### src/rtl/datapath_arbiter.sv
// Two-requester micro-op arbiter for the shared register/ALU datapath: IDLE -> EXEC -> ACK.
// Define DPARB_STRICT_PRIO_EN to make requester 0 win every tie instead of round-robin.
module datapath_arbiter #(
    parameter int unsigned SELECTIONDECO = 4,
    parameter int unsigned SELECTIONALU  = 3,
    parameter int unsigned IDLE_SELAB    = 0,
    parameter int unsigned IDLE_SELC     = 15
) (
    input  logic                     clk,
    input  logic                     highRst,
    input  logic                     req0,
    input  logic                     req1,
    input  logic [SELECTIONDECO-1:0] sSelA0,
    input  logic [SELECTIONDECO-1:0] sSelB0,
    input  logic [SELECTIONDECO-1:0] sSelC0,
    input  logic [SELECTIONALU-1:0]  sSelAlu0,
    input  logic [SELECTIONDECO-1:0] sSelA1,
    input  logic [SELECTIONDECO-1:0] sSelB1,
    input  logic [SELECTIONDECO-1:0] sSelC1,
    input  logic [SELECTIONALU-1:0]  sSelAlu1,
    input  logic [4:0]               sFlags,
    output logic [SELECTIONDECO-1:0] sSelDecoA,
    output logic [SELECTIONDECO-1:0] sSelDecoB,
    output logic [SELECTIONDECO-1:0] sSelDecoC,
    output logic [SELECTIONALU-1:0]  sSelAlu,
    output logic                     ack0,
    output logic                     ack1,
    output logic [4:0]               sFlagsOut,
    output logic                     busy,
    output logic                     grantId,
    output logic [7:0]               opCount
);

    localparam logic [SELECTIONDECO-1:0] IdleAb = SELECTIONDECO'(IDLE_SELAB);
    localparam logic [SELECTIONDECO-1:0] IdleC  = SELECTIONDECO'(IDLE_SELC);

    typedef enum logic [1:0] {StIdle, StExec, StAck} state_e;

    state_e state_q, state_d;
    logic   last_grant_q;
    logic   winner;

    always_comb begin
        winner = 1'b0;
        if (req0 && req1) begin
`ifdef DPARB_STRICT_PRIO_EN
            winner = 1'b0;
`else
            winner = ~last_grant_q;
`endif
        end else begin
            winner = req1;
        end
    end

    always_comb begin
        state_d = state_q;
        unique case (state_q)
            StIdle:  if (req0 || req1) state_d = StExec;
            StExec:  state_d = StAck;
            StAck:   state_d = StIdle;
            default: state_d = StIdle;
        endcase
    end

    always_ff @(posedge clk) begin
        if (highRst) begin
            state_q <= StIdle;
        end else begin
            state_q <= state_d;
        end
    end

    // Op is captured straight into the output registers at grant so later input changes are ignored.
    always_ff @(posedge clk) begin
        if (highRst) begin
            sSelDecoA    <= IdleAb;
            sSelDecoB    <= IdleAb;
            sSelDecoC    <= IdleC;
            sSelAlu      <= '0;
            ack0         <= 1'b0;
            ack1         <= 1'b0;
            sFlagsOut    <= '0;
            busy         <= 1'b0;
            grantId      <= 1'b0;
            opCount      <= '0;
            last_grant_q <= 1'b1;
        end else begin
            unique case (state_q)
                StIdle: begin
                    if (req0 || req1) begin
                        grantId   <= winner;
                        busy      <= 1'b1;
                        sSelDecoA <= winner ? sSelA1 : sSelA0;
                        sSelDecoB <= winner ? sSelB1 : sSelB0;
                        sSelDecoC <= winner ? sSelC1 : sSelC0;
                        sSelAlu   <= winner ? sSelAlu1 : sSelAlu0;
                    end
                end
                StExec: begin
                    sFlagsOut    <= sFlags;
                    ack0         <= ~grantId;
                    ack1         <= grantId;
                    last_grant_q <= grantId;
                    sSelDecoA    <= IdleAb;
                    sSelDecoB    <= IdleAb;
                    sSelDecoC    <= IdleC;
                    sSelAlu      <= '0;
                end
                StAck: begin
                    ack0    <= 1'b0;
                    ack1    <= 1'b0;
                    busy    <= 1'b0;
                    opCount <= opCount + 8'd1;
                end
                default: ;
            endcase
        end
    end

endmodule

### config.mk
export PLATFORM = sky130hd
export DESIGN_NAME = datapath_arbiter
export DESIGN_NICKNAME = d
export VERILOG_FILES = /design/src/rtl/datapath_arbiter.sv
export SDC_FILE = /design/constraint.sdc
export NUM_CORES = 1
export LEC_CHECK = 0
export ABC_AREA = 1
export CAP_MARGIN = 20
export CORE_MARGIN = 2
export CORE_UTILIZATION = 43
export CTS_CLUSTER_SIZE = 14
export DETAILED_ROUTE_END_ITERATION = 12
export PLACE_DENSITY_LB_ADDON = 0.2
export SYNTH_ARGS = -nofsm -noshare
export SYNTH_HDL_FRONTEND = slang
export SYNTH_SLANG_ARGS = --single-unit
### constraint.sdc
create_clock -name clk -period 1.8 [get_ports clk]
set_input_delay 0.36 -clock clk [delete_from_list [all_inputs] [get_ports clk]]
set_output_delay 0.36 -clock clk [all_outputs]
set_load 0.01 [all_outputs]
Word-level counts from Yosys, hierarchy flattened
Cells that the tools add are included.
{"block": "totals", "regBits": 35, "input_bits": 39, "out_inout_bits": 32, "wordCells": 46}
{"block": "op_classes", "add_sub_neg": 1, "n_eq_ne": 3, "mux": 19, "bitwise_logic": 2, "reduce_logical": 9}
{"operator": "two-way mux 4 bit", "count": 6}
{"operator": "case mux 4 bit (2 select lines)", "count": 3}
{"operator": "adder 8 x 1 -> 8 bit (second input constant)", "count": 1}
{"operator": "two-way mux 3 bit", "count": 2}
{"operator": "case mux 1 bit (2 select lines)", "count": 3}
{"operator": "case mux 3 bit (2 select lines)", "count": 1}
{"operator": "AND reduction 2 bit", "count": 3}
{"operator": "nonzero test 2 bit", "count": 3}
{"operator": "case mux 2 bit (2 select lines)", "count": 1}
{"operator": "== test 2 x 1 -> 1 bit (second input constant)", "count": 1}
{"operator": "== test 2 bit (second input constant)", "count": 1}
{"operator": "zero test 2 bit", "count": 1}
{"operator": "two-way mux 1 bit", "count": 2}
{"operator": "two-way mux 2 bit", "count": 1}
{"operator": "!= test 2 bit (second input constant)", "count": 1}
{"operator": "NOT 1 bit", "count": 2}
{"operator": "logical AND 1 bit", "count": 1}
{"operator": "logical OR 1 bit", "count": 1}

Logic depth before layout (Yosys ltp)
Gate-level depths: netlist of run 1.
{"block": "depth", "depth_word": 5, "mapped_depth": 8, "depth_no_buf": 7}

Worst setup path before layout of run 1
OpenSTA, ideal clock, no wires.
{"block": "synth_path", "path_type": "flip-flop to flip-flop", "from": "register state_q[1]", "to": "register sSelDecoC[0]", "setup_time_ns": 0.123, "arrival_time_ns": 1.268, "required_time_ns": 1.677, "slack_ns": 0.409, "stages_incl_launch_ff": 9, "path_buffers": 2, "synth_period_minus_slack_ns": 1.391, "cell_sequence": "dfxtp_1 inv_1 ha_1 buf_2 inv_1 clkbuf_1 nand3_1 nand2_1 nand3_1"}
{"block": "synth_via", "elab_chain_len": 3, "word_cells_on_any_way": 6, "cone_classes": "eq/ne: 2; mux: 1; reduce/logical: 3"}
{"item": "from (decl)", "line": "39", "rtl": "state_e state_q, state_d;"}
{"item": "from (signal assigned)", "line": "68", "rtl": "state_q <= StIdle;"}
{"item": "from (signal assigned)", "line": "70", "rtl": "state_q <= state_d;"}
{"item": "== test 2 x 1 -> 1 bit / zero test 2 bit (equally long branches)", "line": "89", "rtl": "unique case (state_q)"}
{"item": "nonzero test 2 bit (no source line) / != test 2 bit (equally long branches)"}
{"item": "AND reduction 2 bit (no source line)"}
{"item": "to (signal assigned)", "line": "79", "rtl": "sSelDecoC <= IdleC;"}
{"item": "to (signal assigned)", "line": "96", "rtl": "sSelDecoC <= winner ? sSelC1 : sSelC0;"}
{"item": "to (signal assigned)", "line": "107", "rtl": "sSelDecoC <= IdleC;"}
{"item": "to (decl)", "line": "24", "rtl": "output logic [SELECTIONDECO-1:0] sSelDecoC,"}
Parallel ways exist; a longest one is shown, timed or not.
A chain may end at the register's enable or synchronous reset.

Worst setup path in the final report of run 1
{"block": "layout_path", "from": "register opCount[5]", "to": "output opCount[5]"}
{"item": "from (decl)", "line": "31", "rtl": "output logic [7:0] opCount"}
{"item": "from (signal assigned)", "line": "114", "rtl": "opCount <= opCount + 8'd1;"}
No word-level cell between the ends.

==> results of run 1 <==
## cell usage after synthesis, drive strengths merged
library cell  instances
o21ai                12
inv                  23
clkbuf                2
ha                    5
nor2                 23
a21oi                23
nand3b               11
nand2                50
dfxtp                35
buf                  10
nor3                  3
nand3                31
## sequential cells by signal, summed over array words and instances (netlist names)
| name | cells |
|---|---|
| sSelDecoA | 4 |
| ack0 | 1 |
| state_q | 2 |
| sFlagsOut | 5 |
| ack1 | 1 |
| busy | 1 |
| grantId | 1 |
| last_grant_q | 1 |
| sSelDecoB | 4 |
| sSelDecoC | 4 |
| opCount | 8 |
| sSelAlu | 3 |
## layout by cell type, fill, tap and decap left out, drive strengths merged
cell type and count:
nor2 23, nor3 3, nand2 50, clkdlybuf4s50 70
ha 5, clkinvlp 1, dfxtp 35, clkbuf 7
nand3 31, buf 10, a21oi 23, o21ai 12
nand3b 11, inv 23
## power by group
part           internal, mW  switching (mW)  leakage, nW
sequential            0.864          0.0541        0.287
clock                 0.348           0.286       0.0505
combinational         0.374           0.347        0.774
total                  1.59           0.687         1.11
## stage by stage
step | std cells | area [sq um] | setup WS (ns) | hold WS (ns) | util
floorplan | 228 | 1770 | 0.409 | 0.449 | -
global placement | 346 | 2540 | 0.0605 | 0.456 | 0.640
detailed placement | 346 | 2540 | 0.0156 | 0.455 | 0.640
CTS | 354 | 2650 | 0.146 | 0.467 | 0.666
global route | 354 | 2650 | 0.0899 | 0.489 | 0.666
finish | 354 | 2650 | 0.171 | 0.465 | 0.666
## cell families (layout without fill, tap and decap cells)
| logic type | count (synthesis) | count (layout) | share of synthesized area |
|---|---|---|---|
| flip-flops | 35 | 35 | 0.396 |
| AND/OR/NAND/NOR | 118 | 118 | 0.349 |
| buffers and inverters | 35 | 111 | 0.0934 |
| adder cells (fa/ha/maj) | 5 | 5 | 0.0354 |
| AO/OA/AOI/OAI | 35 | 35 | 0.127 |
## layer usage
metal	wire length [um]	share of wire
met5	0	0
met4	65	0.016
met3	254	0.062
met2	1920	0.47
met1	1820	0.45
## final cells by class
type	count	area [sq um]	area share
Sequential cell	35	701	0.265
Timing Repair Buffer	80	788	0.298
Clock inverter	1	7.51	0.00284
Multi-Input combinational cell	158	903	0.342
Clock buffer	7	96.3	0.0364
Tap cell	50	62.6	0.0237
Inverter	23	86.3	0.0326
## worst min-delay path by stage
stage                                 to  cells after the start                      start  slack, ns
6_report               ack1$_SDFFE_PP0P_                      2          ack1$_SDFFE_PP0P_       0.47
5_1_grt                ack1$_SDFFE_PP0P_                      2          ack1$_SDFFE_PP0P_       0.49
4_1_cts                ack1$_SDFFE_PP0P_                      2          ack1$_SDFFE_PP0P_       0.47
3_5_place_dp           ack1$_SDFFE_PP0P_                      2          ack1$_SDFFE_PP0P_       0.46
3_3_place_gp           ack1$_SDFFE_PP0P_                      2          ack1$_SDFFE_PP0P_       0.46
2_1_floorplan  last_grant_q$_SDFFE_PP1P_                      2  last_grant_q$_SDFFE_PP1P_       0.45
==> metrics.md, run 1 <==
| Metric | Value |
|---|---|
| Unique masters post-synth | `22` |
| Site row count | `23` |
| Final Hold Fails | `0` |
| Critical R2R Launch | `state_q[0]$_SDFFE_PP0P_` |
| Share of layout cells above drive strength 1 | `0.148` |
| Top post-synthesis cells by area | `dfxtp_1, nand2_1, nand3_1` |
| Nets | `347` |
| Sink Count | `35` |
| Slew Limit Fails | `0` |
| Final setup vio count | `0` |
| Cts bufs inserted | `5` |
| PD cells | `860 mW/mm^2` |
| Ant diodes | `0` |
| Setup TNS | `0 ns` |
| Cts hold-fix bufs | `0` |
| Via count | `1694` |
| Status | `finished, final reports clean` |
| Crit Path Class | `reg2out` |
| Average cell area after synthesis | `7.76 sq um` |
| Die footprint | `0.00464 sq mm` |
| Floorplan core area | `0.00397 sq mm` |
| Final weighted congestion in routability-driven placement | `0.729` |
| First-pass DRT Iterations | `4` |
| CTS tree | `yes` |
| CP Cell Sequence | `clkdlybuf4s50_1` |
| Vias in the first global route | `1471` |
| Reg2reg end | `sSelDecoA[3]$_SDFFE_PP0P_` |
| Yosys top cell area share | `0.396` |
| Worst skew pair latency | `0.29 ns` |
| Root Driver | `clkbuf_8` |
| Initial antenna violation count | `0` |
| Die Ht | `68.1 um` |
| Slowest cell on crit path | `clkdlybuf4s50_1` |
| Sequential fraction of the synthesis area | `0.396` |
| First-pass GRT wire length | `6.47 mm` |
| Stages on worst setup path | `1` |
| CP startpoint kind | `flop` |
| Top-level port count | `71` |
| Unrepaired setup endpoints after global routing | `no` |
| Final WL | `4.07 mm` |
| Crit. End Element | `primary output` |
| Met3 global-route usage | `0.0543` |
| F_max | `614 MHz` |
| Die width | `68.1 um` |
| Fillers | `361` |
| Worst Setup SP | `opCount[5]$_SDFFE_PP0P_` |
| Drt wl/cell | `11.5 um` |
| Fin crit period | `1.63 ns` |
| Final Total Pwr | `2.27 mW` |
| Crit path DAT | `1.27 ns` |
| Cell family with most CP delay | `buffers and inverters` |
| Synth area leader | `dfxtp_1` |
| Setup slack, reg-to-reg | `0.28 ns` |
| Relative slew slack | `0.711` |
| Buf/Inv on CP | `1` |
| Total track usage | `0.189` |
| VDD IR max | `0.356 mV` |
| Post-DP HPWL | `3.15 mm` |
| DRT iter0 DRCs | `104` |
| MaxCap Viol Count | `0` |
| Syn. warnings | `0` |
| Global route hottest layer | `met2` |
| Crit share post-route | `0.905` |
| M1 GR Usage | `0.236` |
| Clk_skew | `0.00530 ns` |
| WP data required | `1.44 ns` |
| IO buf count | `70` |
| Max incr delay on CP | `0.56 ns` |
| Grt ovf | `0` |
| Worst min path class | `reg2reg` |
| Largest net degree at the start of global routing | `20` |
| Post-synthesis net count | `272` |
| Reg clk slew, reported paths | `0.07 ns` |
| R2R cell count | `7` |
| Worst-margin pin slew | `0.434 ns` |
| Crit Path Max Fanout | `6` |
| Area grow syn2layout | `49.5%` |
| Post-CTS Setup Repair Bufs | `0` |
| Post_cts resized | `0` |
| Pleak | `1.11 nW` |
| Clock Tree Buf Depth | `2` |
| Met2 Use GR | `0.305` |
| Synth Cell Area | `0.00177 sq mm` |
| Critical Path Sink | `opCount[5]` |
| Post-Syn Instances | `228` |
| Vias per inst | `4.79` |
| H-tree levels | `2` |
| DRT antenna net count | `0` |
| Synthesized flop and latch total | `35` |
| Initial Utilization | `0.445` |
| DR DRC count | `0` |
No activity file was read; power rests on OpenSTA's default activity.
==> inputs of run 2 (changes only) <==
clock period = 1.69 ns   (was 1.8 ns; I/O delays follow)
==> metrics.md, run 2 (synthesis gave the netlist of run 1 again) <==
| Metric | Value |
|---|---|
| Cts bufs inserted | `5` |
| Register area | `701 sq um` |
| Via count | `1722` |
| Area grow syn2layout | `49.2%` |
| Status | `finished, final reports clean` |
| Grt ovf | `0` |
| Post-Place Cell Area | `0.00256 sq mm` |
| Root Driver | `clkbuf_8` |
| Worst min path class | `reg2reg` |
| PD cells | `885 mW/mm^2` |
| Met3 global-route usage | `0.0757` |
| Die Ht | `68.1 um` |
| Reg clk slew, reported paths | `0.07 ns` |
| MaxCap Viol Count | `0` |
| Initial Utilization | `0.445` |
| CTS tree | `yes` |
| F_max | `622 MHz` |
| Buf/Inv on CP | `1` |
| Crit. End Element | `primary output` |
| Met2 Use GR | `0.345` |
| Site row count | `23` |
| Clk_skew | `0.00741 ns` |
| Relative slew slack | `0.759` |
| Top flop regs | `opCount x8, sFlagsOut x5` |
| First-pass GRT wire length | `7.07 mm` |
| DRT iter0 DRCs | `64` |
| CP Cell Sequence | `clkdlybuf4s50_1` |
| Crit Path Class | `reg2out` |
| Die width | `68.1 um` |
| Final setup vio count | `0` |
| First-pass DRT Iterations | `4` |
| Fin crit period | `1.61 ns` |
| Post-Route Utilization | `0.664` |
| DR DRC count | `0` |
| Max reg flops | `8` |
| Crit share post-route | `0.951` |
| VDD IR max | `0.543 mV` |
| CP startpoint kind | `flop` |
| Unrepaired setup endpoints after global routing | `no` |
| Post-DP HPWL | `3.28 mm` |
| Drt wl/cell | `12.1 um` |
| H-tree levels | `2` |
| Die footprint | `0.00464 sq mm` |
| Share of layout cells above drive strength 1 | `0.151` |
| WP data required | `1.35 ns` |
| IO buf count | `70` |
| Worst-margin pin slew | `0.361 ns` |
| Global route hottest layer | `met2` |
| Worst skew pair latency | `0.29 ns` |
| Most frequent cells in the layout | `clkdlybuf4s50_1, nand2_1, dfxtp_1` |
| Pleak | `1.11 nW` |
| Max incr delay on CP | `0.58 ns` |
| Most common cell after layout, fill and taps aside | `clkdlybuf4s50_1` |
| Crit Path Max Fanout | `5` |
| Crit path DAT | `1.27 ns` |
| Initial antenna violation count | `0` |
| Nets | `350` |
| M1 GR Usage | `0.236` |
| Final WL | `4.28 mm` |
| Final weighted congestion in routability-driven placement | `0.743` |
| Total track usage | `0.205` |
| Clock Tree Buf Depth | `2` |
| Cts hold-fix bufs | `0` |
| Vias per inst | `4.85` |
| Slew Limit Fails | `0` |
| Top-level port count | `71` |
| Multi-input logic area | `906 sq um` |
| DRT antenna net count | `0` |
| Sink Count | `35` |
| Fin area | `0.00264 sq mm` |
| Vias in the first global route | `1644` |
| Final Hold Fails | `0` |
| Largest net degree at the start of global routing | `20` |
| Top reg by flops | `opCount` |
| Slowest cell on crit path | `clkdlybuf4s50_1` |
| Floorplan core area | `0.00397 sq mm` |
| Cell family with most CP delay | `buffers and inverters` |
| Ant diodes | `0` |
| Post-CTS Setup Repair Bufs | `0` |
| Fillers | `358` |
## run 2: cell types whose count changed in the layout (fill, tap and decap cells not counted)
| cell | delta |
|---|---|
| ha_1 | -1 |
| clkbuf_8 | -2 |
| clkbuf_1 | +1 |
| buf_4 | +3 |
| clkinvlp_4 | -1 |
| ha_2 | +1 |
## run 2: routing by layer
layer  routed length (um)  part of all wire
met4                   56             0.013
met5                    0                 0
met1                 1830              0.43
met2                 2120              0.50
met3                  270             0.063
## run 2: power by group
part           total (mW)  leakage (nW)  switching [mW]  internal [mW]
logic               0.792         0.787           0.380          0.413
registers           0.976         0.287          0.0554          0.921
clock network       0.568        0.0371           0.293          0.275
## run 2: cell type report
type | count | area share
clock buffer | 6 | 0.0275
inverter | 23 | 0.0327
multi-input combinational | 158 | 0.343
sequential | 35 | 0.266
tap | 50 | 0.0237
timing repair buffer | 83 | 0.307
## run 2: worst paths after layout
check / startpoint / slack, ns / endpoint / depth (start not counted)
worst max-delay path: grantId$_SDFFE_PP0P_ / 0.08 / grantId / 1
worst min-delay path: ack0$_SDFFE_PP0P_ / 0.47 / ack0$_SDFFE_PP0P_ / 2
worst max register to register: state_q[1]$_SDFFE_PP0P_ / 0.18 / sSelAlu[2]$_SDFFE_PP0P_ / 7
worst min register to register: ack0$_SDFFE_PP0P_ / 0.47 / ack0$_SDFFE_PP0P_ / 2
## run 2: repair_timing
| item | in CTS | in global routing |
|---|---|---|
| endpoints found under the hold margin | 0 | 0 |
| resized for setup | 0 | 1 |
| endpoints found under the setup margin | 0 | 1 |
## run 2: metrics by stage
step                total power, mW  hold WS (ns)  setup slack, ns  TNS [ns]  cells
floorplan                      1.41         0.449            0.299         0    228
global placement               1.77         0.454          -0.0319    -0.160    349
detailed placement             1.79         0.458          -0.0472    -0.255    349
CTS                            2.35         0.474           0.0789         0    355
global route                   2.47         0.484           0.0176         0    355
finish                         2.34         0.472           0.0826         0    355
==> RTL edit (settings of run 2) <==
Build with the macro `DPARB_STRICT_PRIO_EN` defined.
--- a/src/rtl/datapath_arbiter.sv
+++ b/src/rtl/datapath_arbiter.sv
@@ -1,4 +1,6 @@
 // Two-requester micro-op arbiter for the shared register/ALU datapath: IDLE -> EXEC -> ACK.
 // Define DPARB_STRICT_PRIO_EN to make requester 0 win every tie instead of round-robin.
+`define DPARB_STRICT_PRIO_EN
+
 module datapath_arbiter #(
     parameter int unsigned SELECTIONDECO = 4,
Function: changed (Yosys sat finds a counterexample within 10 cycles, from zero or initial values and one cycle with highRst high).
==> RTL edit against run 2 <==
Non-clock buffer count fell by 6; hold slack got worse by 6.0 ps; sequential cell count fell by 1; synthesized cell count fell by 0.44%; clock power fell by 18%; combinational power fell by 21%; worst setup slack got worse by 17 ps; area after synthesis fell by 11%; design area fell by 9.5%; wire length fell by 10%; power fell by 13%; sequential power fell by 4.3%.
==> RTL edit: results (changes against run 2) <==
| Metric | Value |
|---|---|
| Vias in the first global route | `1579 (was 1644)` |
| Worst R2R End | `sSelDecoC[3] (was sSelAlu[2])` |
| H-tree depth | `2 (unchanged)` |
| Net Count, Synth | `271 (was 272)` |
| Fin Clk Skew | `9.582 ps (was 7.412 ps)` |
| Post-Synth Adder-Cell Area | `3.981% (was 3.536%)` |
| Critical Path Fanout Max | `5 (unchanged)` |
| Post-CTS setup buffers | `0 (unchanged)` |
| Synth top cells by count | `nand2_1, dfxtp_1, a21oi_1, nor2_1, nand3_1 (was nand2_1, dfxtp_1, inv_1, nor2_1, nand3_1)` |
| GPL Wtd Cong | `0.7614 (was 0.7431)` |
| R2r startpoint | `state_q[1] (unchanged)` |
| Post-synthesis async set-or-reset flop share | `0% (unchanged)` |
| Root buf cell | `clkbuf_4 (was clkbuf_8)` |
| Initial DRC count | `51 (was 64)` |
| Num CTS Buffers | `5 (unchanged)` |
| HPWL Detailed | `2.915 mm (was 3.276 mm)` |
| Latest clock arrival within the worst-skew pair | `340 ps (was 290 ps)` |
| Nets@finish | `345 (was 350)` |
| Share of layout cells above drive strength 1 | `7.616% (was 15.08%)` |
| WP data arrival | `1290 ps (was 1270 ps)` |
| R2r worst-path depth | `8 (was 7)` |
| Synth Area in Compound Gates | `11.46% (was 12.66%)` |
| Routed wire length | `3.846 mm (was 4.282 mm)` |
| Number of inserted diodes | `0 (unchanged)` |
| Pleak | `1.024 nW (was 1.112 nW)` |
| Via Count | `1658 (was 1722)` |
| Largest net degree at the start of global routing | `20 (unchanged)` |
| Seq/Total Area, Yosys | `43.31% (was 39.60%)` |
| Clk slew on worst S/H paths | `100 ps (was 70 ps)` |
| Slowest CP cell | `clkdlybuf4s50_1 (unchanged)` |
| Synth warn | `0 (unchanged)` |
| Post-CTS sizing | `1 (was 0)` |
| Worst path max stage delay | `550 ps (was 580 ps)` |
| Reg2reg setup slack | `240 ps (was 180 ps)` |
| Worst Hold Depth | `2 (unchanged)` |
| Netlist cell types | `20 (was 22)` |
| Outcome | `finished clean (unchanged)` |
| Overall Global Routing Usage | `19.96% (was 20.46%)` |
| Slew Limit Headroom | `75.19% (was 75.91%)` |
| First-pass GRT wire length | `6.472 mm (was 7.065 mm)` |
| Peak VDD IR | `0.5693 mV (was 0.5432 mV)` |
| Main area contributors after synthesis | `dfxtp_1, nand2_1, a21oi_1 (was dfxtp_1, nand2_1, nand3_1)` |
## RTL edit: cell types whose count changed after synthesis, moves of 8 or more
| cell | delta |
|---|---|
| nand3_2 | -10 |
| nand2_1 | +28 |
| a21oi_2 | -10 |
| nand3b_1 | -11 |
| inv_1 | -8 |
| a21oi_1 | +12 |
## RTL edit: worst max-delay path by stage
stage / startpoint / endpoint / slack (ps)
final: opCount[3] / opCount[3] / 70
after global routing: opCount[2] / opCount[2] / 4
after CTS: grantId / grantId / 40
after detailed placement: req0 / sSelDecoC[3] / -30
after global placement: req0 / sSelDecoC[1] / 40
after floorplan: state_q[1] / sSelDecoC[0] / 410
## RTL edit: through the flow
step / area [µm²] / worst slack [ps] / hold slack [ps] / std cells
6_report: 2387 / 65.56 / 466.0 / 348
5_1_grt: 2387 / 3.729 / 497.0 / 348
4_1_cts: 2386 / 43.87 / 471.3 / 348
3_5_place_dp: 2325 / -32.28 / 454.9 / 340
3_3_place_gp: 2325 / 36.14 / 441.9 / 340
2_1_floorplan: 1572 / 411.0 / 472.9 / 227
## RTL edit: final cells by class
type	instances	area (µm²)
Fill cell	300	1028
Inverter	15	56.30
Timing Repair Buffer	77	753.2
Clock inverter	1	5.005
Tap cell	46	57.56
Sequential cell	34	683.2
Clock buffer	7	55.05
Multi-Input combinational cell	168	777.0
## RTL edit: layer usage
metal  up-vias  share of wire, %  routed length [µm]  GRT usage [%]
met1       732                45                1736          21.55
met3        11               5.5                 211          5.903
met2        43                47                1810          35.16
met4         0               2.3                  87          10.37
met5         -                 0                   0              0
li1        872                 -                   -              -
## RTL edit: power breakdown
group | total, W | internal (W) | switching (W)
sequential | 0.000934 | 0.000887 | 0.0000472
combinational | 0.000626 | 0.000323 | 0.000304
clock | 0.000465 | 0.000201 | 0.000264
total | 0.00203 | 0.00141 | 0.000614
